==> src/rtl/data_mem_io_if.sv <==
// Processor data-port bus: byte address, store byte with lane enables,
// store strobe, and the combinational 32-bit read word returned by memory.
interface data_mem_io_if;
  logic [7:0]  access_address;
  logic [7:0]  data_write;
  logic [3:0]  byte_enable;
  logic        write_enable;
  logic [31:0] data_read;

  modport master (
    output access_address,
    output data_write,
    output byte_enable,
    output write_enable,
    input  data_read
  );

  modport slave (
    input  access_address,
    input  data_write,
    input  byte_enable,
    input  write_enable,
    output data_read
  );
endinterface

==> src/rtl/data_mem_io.sv <==
// Data-side memory subsystem: 64 x 32-bit byte-lane RAM with zero-latency
// reads, plus an I/O window at words 56..59 holding a GPIO register,
// a prescaled compare timer with level IRQ, and an 8N1 UART transmitter.
module data_mem_io #(
  parameter int RAM_WORDS = 64,
  parameter int TIMER_DIV = 16,
  parameter int BAUD_DIV  = 434
) (
  input  logic         clk,
  input  logic         reset,
  data_mem_io_if.slave bus,
  output logic [7:0]   gpio_out,
  output logic         timer_irq,
  output logic         uart_tx
);

  localparam int PW = (TIMER_DIV > 1) ? $clog2(TIMER_DIV) : 1;
  localparam logic [PW-1:0] PRESC_LAST = PW'(TIMER_DIV - 1);
  localparam int BW = $clog2(BAUD_DIV);
  localparam logic [BW-1:0] BAUD_LAST = BW'(BAUD_DIV - 1);

  typedef enum logic [1:0] {
    S_IDLE,
    S_START,
    S_DATA,
    S_STOP
  } uart_state_t;

  // ---------------------------------------------------------------- decode
  logic [5:0] word_idx;
  logic       is_io;
  logic       is_gpio;
  logic       is_timer;
  logic       is_uart;
  logic [3:0] lane_we;
  logic       ram_we;
  logic       unused_addr_bits;

  assign word_idx         = bus.access_address[7:2];
  assign unused_addr_bits = ^bus.access_address[1:0];
  // Words 56..59 form the I/O window; RAM words at those indices stay untouched.
  assign is_io    = (word_idx[5:2] == 4'b1110);
  assign is_gpio  = (word_idx == 6'd56);
  assign is_timer = (word_idx == 6'd57);
  assign is_uart  = (word_idx == 6'd58);
  assign lane_we  = {4{bus.write_enable}} & bus.byte_enable;
  assign ram_we   = bus.write_enable & ~is_io;

  // ---------------------------------------------------------------- RAM
  logic [31:0] ram_rdata;

  genvar gi;
  generate
    for (gi = 0; gi < 4; gi++) begin : g_lane
      logic [7:0] mem [RAM_WORDS];

      // Byte-lane store; contents survive reset.
      always_ff @(posedge clk) begin
        if (ram_we && bus.byte_enable[gi]) begin
          mem[word_idx] <= bus.data_write;
        end
      end

      assign ram_rdata[gi*8 +: 8] = mem[word_idx];
    end
  endgenerate

  // ---------------------------------------------------------------- GPIO
  logic [7:0] gpio_reg;

  // GPIO output register, lane 0 only.
  always_ff @(posedge clk or negedge reset) begin
    if (!reset) begin
      gpio_reg <= 8'h00;
    end else if (is_gpio && lane_we[0]) begin
      gpio_reg <= bus.data_write;
    end
  end

  assign gpio_out = gpio_reg;

  // ---------------------------------------------------------------- timer
  logic [7:0]    count_reg;
  logic [7:0]    compare_reg;
  logic          ctrl_en_reg;
  logic          ctrl_ar_reg;
  logic          ctrl_ie_reg;
  logic          match_reg;
  logic [PW-1:0] presc_reg;

  logic       wr_count;
  logic       wr_compare;
  logic       wr_ctrl;
  logic       clr_match;
  logic       tick;
  logic [7:0] count_inc;
  logic       tick_match;

  assign wr_count   = is_timer & lane_we[0];
  assign wr_compare = is_timer & lane_we[1];
  assign wr_ctrl    = is_timer & lane_we[2];
  assign clr_match  = is_timer & lane_we[3] & bus.data_write[0];
  // A software count write discards any tick landing in the same cycle.
  assign tick       = ctrl_en_reg & (presc_reg == PRESC_LAST) & ~wr_count;
  assign count_inc  = count_reg + 8'd1;
  assign tick_match = tick & (count_inc == compare_reg);

  // Prescaler, counter, compare/ctrl registers and sticky match flag.
  always_ff @(posedge clk or negedge reset) begin
    if (!reset) begin
      count_reg   <= 8'h00;
      compare_reg <= 8'h00;
      ctrl_en_reg <= 1'b0;
      ctrl_ar_reg <= 1'b0;
      ctrl_ie_reg <= 1'b0;
      match_reg   <= 1'b0;
      presc_reg   <= '0;
    end else begin
      if (wr_compare) begin
        compare_reg <= bus.data_write;
      end
      if (wr_ctrl) begin
        ctrl_en_reg <= bus.data_write[0];
        ctrl_ar_reg <= bus.data_write[1];
        ctrl_ie_reg <= bus.data_write[2];
      end
      if (wr_count) begin
        count_reg <= bus.data_write;
        presc_reg <= '0;
      end else if (tick) begin
        presc_reg <= '0;
        count_reg <= (tick_match && ctrl_ar_reg) ? 8'h00 : count_inc;
      end else if (ctrl_en_reg) begin
        presc_reg <= presc_reg + 1'b1;
      end
      // Set beats clear when both happen together.
      if (tick_match) begin
        match_reg <= 1'b1;
      end else if (clr_match) begin
        match_reg <= 1'b0;
      end
    end
  end

  assign timer_irq = match_reg & ctrl_ie_reg;

  // ---------------------------------------------------------------- UART
  uart_state_t   state_reg, state_next;
  logic [BW-1:0] baud_cnt_reg, baud_cnt_next;
  logic [2:0]    bit_idx_reg, bit_idx_next;
  logic [7:0]    shift_reg, shift_next;
  logic          tx_reg, tx_next;
  logic          baud_end;
  logic          uart_busy;
  logic          launch;

  assign baud_end  = (baud_cnt_reg == BAUD_LAST);
  assign uart_busy = (state_reg != S_IDLE);
  assign launch    = is_uart & lane_we[0];

  // UART state register; reset aborts any frame and idles the line high.
  always_ff @(posedge clk or negedge reset) begin
    if (!reset) begin
      state_reg    <= S_IDLE;
      baud_cnt_reg <= '0;
      bit_idx_reg  <= 3'd0;
      shift_reg    <= 8'h00;
      tx_reg       <= 1'b1;
    end else begin
      state_reg    <= state_next;
      baud_cnt_reg <= baud_cnt_next;
      bit_idx_reg  <= bit_idx_next;
      shift_reg    <= shift_next;
      tx_reg       <= tx_next;
    end
  end

  // Frame sequencing: start bit, 8 data bits LSB first, stop bit.
  always_comb begin
    state_next    = state_reg;
    baud_cnt_next = baud_cnt_reg;
    bit_idx_next  = bit_idx_reg;
    shift_next    = shift_reg;
    case (state_reg)
      S_IDLE: begin
        if (launch) begin
          state_next    = S_START;
          shift_next    = bus.data_write;
          baud_cnt_next = '0;
        end
      end
      S_START: begin
        if (baud_end) begin
          state_next    = S_DATA;
          baud_cnt_next = '0;
          bit_idx_next  = 3'd0;
        end else begin
          baud_cnt_next = baud_cnt_reg + 1'b1;
        end
      end
      S_DATA: begin
        if (baud_end) begin
          baud_cnt_next = '0;
          if (bit_idx_reg == 3'd7) begin
            state_next = S_STOP;
          end else begin
            bit_idx_next = bit_idx_reg + 3'd1;
            shift_next   = {1'b0, shift_reg[7:1]};
          end
        end else begin
          baud_cnt_next = baud_cnt_reg + 1'b1;
        end
      end
      S_STOP: begin
        if (baud_end) begin
          state_next    = S_IDLE;
          baud_cnt_next = '0;
        end else begin
          baud_cnt_next = baud_cnt_reg + 1'b1;
        end
      end
      default: begin
        state_next = S_IDLE;
      end
    endcase
    // Line level follows the state being entered so the output is registered.
    case (state_next)
      S_START: tx_next = 1'b0;
      S_DATA:  tx_next = shift_next[0];
      default: tx_next = 1'b1;
    endcase
  end

  assign uart_tx = tx_reg;

  // ---------------------------------------------------------------- read mux
  logic [31:0] rd_data;

  // Zero-latency read of the addressed word, RAM or I/O register.
  always_comb begin
    rd_data = ram_rdata;
    if (is_io) begin
      rd_data = 32'h0;
      case (word_idx[1:0])
        2'd0: rd_data = {24'h0, gpio_reg};
        2'd1: rd_data = {7'h0, match_reg, 5'h0, ctrl_ie_reg, ctrl_ar_reg, ctrl_en_reg,
                         compare_reg, count_reg};
        2'd2: rd_data = {23'h0, uart_busy, 8'h0};
        default: rd_data = 32'h0;
      endcase
    end
  end

  assign bus.data_read = rd_data;

endmodule

==> src/flat_wrapper.sv <==
// flat-port wrapper written by rule: the top's interface ports become plain ports
module data_mem_io_flat 
#(
  parameter int RAM_WORDS = 64,
  parameter int TIMER_DIV = 16,
  parameter int BAUD_DIV  = 434
)
  (clk, reset, gpio_out, timer_irq, uart_tx, bus_access_address, bus_data_write, bus_byte_enable, bus_write_enable, bus_data_read);
  data_mem_io_if bus_i ();
  input  logic clk;
  input  logic reset;
  output logic [7:0] gpio_out;
  output logic timer_irq;
  output logic uart_tx;
  input wire logic [$bits(bus_i.access_address)-1:0] bus_access_address;
  input wire logic [$bits(bus_i.data_write)-1:0] bus_data_write;
  input wire logic [$bits(bus_i.byte_enable)-1:0] bus_byte_enable;
  input wire logic [$bits(bus_i.write_enable)-1:0] bus_write_enable;
  output wire logic [$bits(bus_i.data_read)-1:0] bus_data_read;
  assign bus_i.access_address = bus_access_address;
  assign bus_i.data_write = bus_data_write;
  assign bus_i.byte_enable = bus_byte_enable;
  assign bus_i.write_enable = bus_write_enable;
  assign bus_data_read = bus_i.data_read;
  data_mem_io #(.RAM_WORDS(RAM_WORDS), .TIMER_DIV(TIMER_DIV), .BAUD_DIV(BAUD_DIV)) u_core (.clk(clk), .reset(reset), .bus(bus_i), .gpio_out(gpio_out), .timer_irq(timer_irq), .uart_tx(uart_tx));
endmodule
==> config.mk <==
export PLATFORM = sky130hd
export DESIGN_NAME = data_mem_io_flat
export DESIGN_NICKNAME = d
export VERILOG_FILES = /design/src/rtl/data_mem_io_if.sv /design/src/rtl/data_mem_io.sv /design/src/flat_wrapper.sv
export SDC_FILE = /design/constraint.sdc
export NUM_CORES = 2
export LEC_CHECK = 0
export CORE_AREA = 2 2 523 525
export DETAILED_ROUTE_END_ITERATION = 7
export DIE_AREA = 0 0 525 527
export PLACE_DENSITY_LB_ADDON = 0.3
export SLEW_MARGIN = 20
export SYNTH_ARGS = -nofsm -noshare
export SYNTH_HDL_FRONTEND = slang
export SYNTH_SLANG_ARGS = --single-unit
==> constraint.sdc <==
create_clock -name clk -period 3.3 [get_ports clk]
set_input_delay 0.495 -clock clk [delete_from_list [all_inputs] [get_ports clk]]
set_output_delay 0.495 -clock clk [all_outputs]
set_load 0.03 [all_outputs]
Word-level counts from Yosys, hierarchy flattened. Memory sizes are Yosys's and may differ from the RTL's. Cells that the tools add are included. Widths: inputs -> output; s select.

Shift-type cells: 0. Muxes and demuxes: 36. Divide/modulo/power cells: 0. Magnitude comparators: 0. Reduce and logical (&&, ||, !) cells: 17. $add $sub $neg: 4. Bitwise logic cells: 14. Equality and inequality tests: 19. Multiply operators: 0.

Operator list (count): $pmux 25 s3 (1); $mux 8 (6); $mux 32 (1); $eq 6x6->1 const B (3); $mux 9 (2); $pmux 9 s2 (1); $pmux 8 s2 (1); $mux 4 (3); $and 1x1->1 (11); $mux 1 (10); $mux 2 (5); $reduce_bool 2->1 (5); $add 9x1->9 const B (1); $eq 9x9->1 const B (1); $mux 3 (3); $add 8x1->8 const B (1); $eq 2x2->1 const B (4); $eq 4x4->1 const B (2); $eq 8x8->1 (1); $pmux 2 s4 (1); $reduce_and 4->1 (2); $eq 2x1->1 const B (3); $logic_and 1x1->1 (6); $ne 2x1->1 const B (3); 11 further kinds (13).

Word-level logic and storage cells: 108. Register bits: 55. Bits in writable memories: 2048. Memories: 4. Bits in latches: 0. Output and inout bits: 42. Memory bits (read-only): 0.

Memories: u_core.g_lane[0].mem (depth 64, bits a word 8, read ports 1, clocked after memory_dff 0, write ports 1, RTL line data_mem_io.sv:55) `logic [7:0] mem [RAM_WORDS];`; u_core.g_lane[1].mem (depth 64, bits a word 8, read ports 1, clocked after memory_dff 0, write ports 1, RTL line data_mem_io.sv:55); u_core.g_lane[2].mem (depth 64, bits a word 8, read ports 1, clocked after memory_dff 0, write ports 1, RTL line data_mem_io.sv:55); u_core.g_lane[3].mem (depth 64, bits a word 8, read ports 1, clocked after memory_dff 0, write ports 1, RTL line data_mem_io.sv:55).

Depth between registers and ports, before layout.
Word-level depth: 9. Depth in mapped cells: 11. Gate-level depth less buffers: 8.

Least setup slack after synthesis. Ideal clock, no wire load.

Path kind: in2out. Start point: input port bus_access_address[3]. End point: output port bus_data_read[13]. Stages on the path: 8. Buffers on the path: 5. Arrival: 2.906 ns. Slack: -0.101 ns. Cells stage by stage: buf_2 > buf_6 > buf_2 > buf_2 > buf_2 > mux4_2 > nor3_1 > o311ai_0.

Longest elaborated chain between the ends: 3.

RTL lines: start: declaration (RTL line flat_wrapper.sv:15) `input wire logic [$bits(bus_i.access_address)-1:0] bus_access_address;`; branches (longest 2 deep; another with $mem_v2 64x8); $mux 32 (*) (RTL line data_mem_io.sv:242) `if (is_io) begin`; end: declaration (RTL line flat_wrapper.sv:19) `output wire logic [$bits(bus_i.data_read)-1:0] bus_data_read;`.

Every way passes the cells marked *.

Final worst setup path.
Start point: memory u_core.g_lane[2].mem[31][2]. End point: output port bus_data_read[18].

Longest elaborated chain between the ends: 2.

RTL lines (RTL line): start: declaration (data_mem_io.sv:55); $mem_v2 64x8; $mux 32 (data_mem_io.sv:242).

No other way between the ends.

==> results.tsv <==
metric	value	unit
RR Startpoint	u_core.count_reg[0]$_DFFE_PN0P_	
category of the worst setup path launch point	flop	
final instance area	100000	µm²
final weighted congestion of routability-driven global placement	0.880	
Cells after DPL	8087	
worst path setup slack after routing	-0.382	ns
detailed placement HPWL	170000	µm
cell at the root of the clock tree	clkbuf_16	
number of antenna violations at the first check in global routing	4	
worst setup path class	reg -> out	
DR vias	43339	
hold slack final	0.200	ns
transition time of the tightest slew-check pin	1.05	ns
final cell count without fillers	8506	
sum of negative setup slack	-2.75	ns
area of the die	277000	µm²
Max Clock Freq	272	MHz
share of the synthesized netlist area taken by xor and xnor gates	0.00159	
P&R area growth vs syn	24.1	%
die height	527	µm
largest family of logic cells by synthesized area	multiplexers	
final hold vios	0	
clk slew on worst S/H paths	0.06	ns
total buffers and inverters traversed by the critical path	2	
number of register bits inferred by synthesis	2059	
synthesized area per cell	21.0	µm²
GRT Total Usage	0.178	
slowest cell on the critical path	mux4_2	
most repeated library cell on the critical path	mux4_2	
maximum number of pins on one net before global-route repair	125	
share of the core filled with cells in the final layout	0.370	
setup violation total in the final timing report	23	
Adder-Cell Fraction of Synth Area	0.000927	
leakage power figure	0.0329	µW
fraction of final layout cells with drive strength greater than 1	0.361	
area after detailed placement	92400	µm²
path type of the worst min-delay path	in -> reg	
Final Net Count	4763	
violations in the final reports	negative setup slack	
share of cell area taken by muxes after synthesis	0.165	
top-level I/O count	65	
CP top delay family	multiplexers	
number of inserted filler cells in the final layout	24830	
wire per inst	29.5	µm
final antenna-violating net count	0	
level count of the clock H-tree	4	
crit path DAT	3.19	ns
post-synthesis share of cell area spent on and, or, nand and nor gates	0.0334	
clock tree skew after final layout	0.0213	ns
core region area	272000	µm²
initial standard-cell utilization of the core	0.298	
number of cell instances on the worst register-to-register path	7	
largest vdd supply drop	0.418	mV
setup repair after global routing missed its margin	yes	
setup slack, reg-to-reg	0.86	ns
Num CTS Buffers	214	
synthesized cell area	81000	µm²
clock net sink count	2059	
number of DRC markers after the initial detailed-route iteration	4964	
buffer levels on the longest clock path	3	
Ys Warns	0	
total number of placement rows	192	
Mapped Cells	3863	
worst stage delay on the critical path	0.52	ns
synthesized-area fraction occupied by ao, oa, aoi and oai cells	0.0233	
Yosys cell types	76	
Hold Crit Depth	1	
latest clock arrival within the worst-skew pair	0.84	ns
via count of the first global-routing pass	43347	
overall overflow remaining after global route	0	
share of flip-flops with an asynchronous set or reset after synthesis	0.0267	
number of vias per cell after detailed routing	5.10	
Final Max Tran Viols	0	
max-capacitance violation count	0	
wire length of the first global-routing pass	348000	µm
power density of the placed cells	569	nW/µm²
post-route minimum period	3.68	ns
Largest register FFs	2004	
ordered cell list for the critical path	mux4_2, mux4_2, a22oi_2, o211ai_1, buf_6, buf_12	
detailed-route wire length	251000	µm
crit share post-route	1.12	
TritonCTS clock tree	yes	
type of element capturing the critical path	output pin	
number of port buffers	62	
Die Width	525	µm
biggest fanout along the worst timing path	1	
sequential share of the synthesized area	0.760	
Relative slew margins	0.303	
number of enable flip-flop cells after synthesis	2004	
hold worst-path end	u_core.g_lane[3].mem[2][7]$_DFFE_PP_	
run status	finished with violations	
dominant register cell in the synthesized netlist	edfxtp_1	
worst reg2reg endpoint	u_core.count_reg[1]$_DFFE_PN0P_	
number of design rule violations left after detail routing	0	
required time of the worst setup path	2.80	ns
hold path start	bus_data_write[7]	
Pre-antenna DRT Iters	5	
-- layout make-up --
class / count / area [µm²] / area share
inverters: 8 / 32.5 / 0.000324
multi-input cells: 1650 / 19200 / 0.192
clock buffers: 265 / 5590 / 0.0556
diodes: 5 / 12.5 / 0.000125
flip-flops and latches: 2059 / 61600 / 0.613
well taps: 3589 / 4490 / 0.0447
repair buffers: 801 / 8380 / 0.0834
clock inverters: 129 / 1140 / 0.0113
-- through the flow --
step	total power, µW	setup WS, ns
after global placement	34100	-0.766
after detailed placement	34200	-0.795
after global routing	58900	-0.424
after CTS	57600	-0.443
final	57200	-0.382
after floorplan	31800	0.202
-- worst max path at each step --
stage                                                startpoint           endpoint  depth (start not counted)
after floorplan                           bus_access_address[5]   bus_data_read[0]                          9
after global placement                    bus_access_address[2]  bus_data_read[26]                         11
after detailed placement                  bus_access_address[2]  bus_data_read[26]                         11
after CTS                 u_core.g_lane[2].mem[31][2]$_DFFE_PP_  bus_data_read[18]                          6
after global routing      u_core.g_lane[2].mem[31][2]$_DFFE_PP_  bus_data_read[18]                          6
final                     u_core.g_lane[2].mem[31][2]$_DFFE_PP_  bus_data_read[18]                          6
-- kinds of logic (layout without fill, tap and decap cells) --
group	Yosys count	in the layout
AOI/OAI and AO/OA	274	274
xor gates and xnor gates	13	13
adders and majority gates	6	6
buffers and inverters	237	1203
DFF	2059	2059
muxes	655	655
other	1	89
and+or+nand+nor	618	618
-- Yosys cell counts (7+ instances only) --
cell type / instances / share of area
a32oi_1: 7 / 0.00076
nand4_1: 7 / 0.00054
mux2i_1: 86 / 0.011
nor2_1: 291 / 0.013
buf_4: 42 / 0.0039
a221oi_1: 12 / 0.0013
nand2b_1: 9 / 0.00070
nand2_1: 174 / 0.0081
mux2_2: 31 / 0.0043
buf_2: 74 / 0.0046
nor2b_1: 15 / 0.0012
a22o_1: 10 / 0.0011
clkbuf_1: 83 / 0.0038
edfxtp_1: 2004 / 0.74
dfrtp_1: 54 / 0.017
o22ai_1: 28 / 0.0022
or3_1: 8 / 0.00062
inv_1: 7 / 0.00032
a211oi_1: 7 / 0.00065
mux4_2: 538 / 0.15
a22oi_1: 44 / 0.0041
and2_1: 11 / 0.00085
and3_1: 13 / 0.0010
o21ai_0: 58 / 0.0036
nand3_1: 51 / 0.0032
buf_6: 17 / 0.0024
nor3_1: 16 / 0.00099
a21oi_1: 41 / 0.0025
buf_1: 12 / 0.00056
a31oi_1: 10 / 0.00077
-- power by group --
group	total (µW)	internal [µW]	switching, µW
clock network	23300	13200	10200
registers	29200	29000	192
logic	4660	1970	2690
-- metal layers --
layer	wire length, µm	global-route usage
met5	13	0
met2	120000	0.289
met4	7600	0.0531
met1	107000	0.247
met3	17000	0.0284
-- repair_timing --
| item | CTS | global route |
|---|---|---|
| gates resized for setup | 167 | 46 |
| endpoints found under the setup margin | 32 | 31 |
| buffers inserted | 15 | 12 |
| gates cloned | 4 | 0 |
| hold buffers | 2 | 0 |
| pin swaps | 52 | 33 |
| endpoints found under the hold margin | 51 | 0 |
-- cells in the final DEF (no fill, tap or decap), types with 8 or more instances in the layout --
master           synthesis  layout
and3_1                  13      12
clkbuf_1                83      48
a22oi_1                 44      31
or3_1                    8       8
mux4_2                 538     538
nand2_1                174     166
buf_16                   0       8
bufinv_16                0      15
dfrtp_1                 54      54
a22o_1                  10       9
buf_4                   42     576
conb_1                   1      84
and2_1                  11      11
buf_12                   0     150
clkbuf_16                0     215
buf_6                   17      30
a22oi_2                  0      13
mux2i_1                 86      78
clkbuf_8                 0      10
nor2_2                   1       8
nand2b_1                 9       9
clkdlybuf4s50_1          0      15
nand3_1                 51      45
nor2b_1                 15      13
a21oi_4                  0       9
clkinv_1                 1      56
a31oi_1                 10       8
o21ai_1                  4       8
nor3_1                  16       8
clkinv_2                 0      36
nor2_1                 291     280
o22ai_1                 28      21
a21oi_1                 41      26
o21ai_0                 58      45
mux2_2                  31      27
edfxtp_1              2004    2004
(Power assumes the default switching activity.)
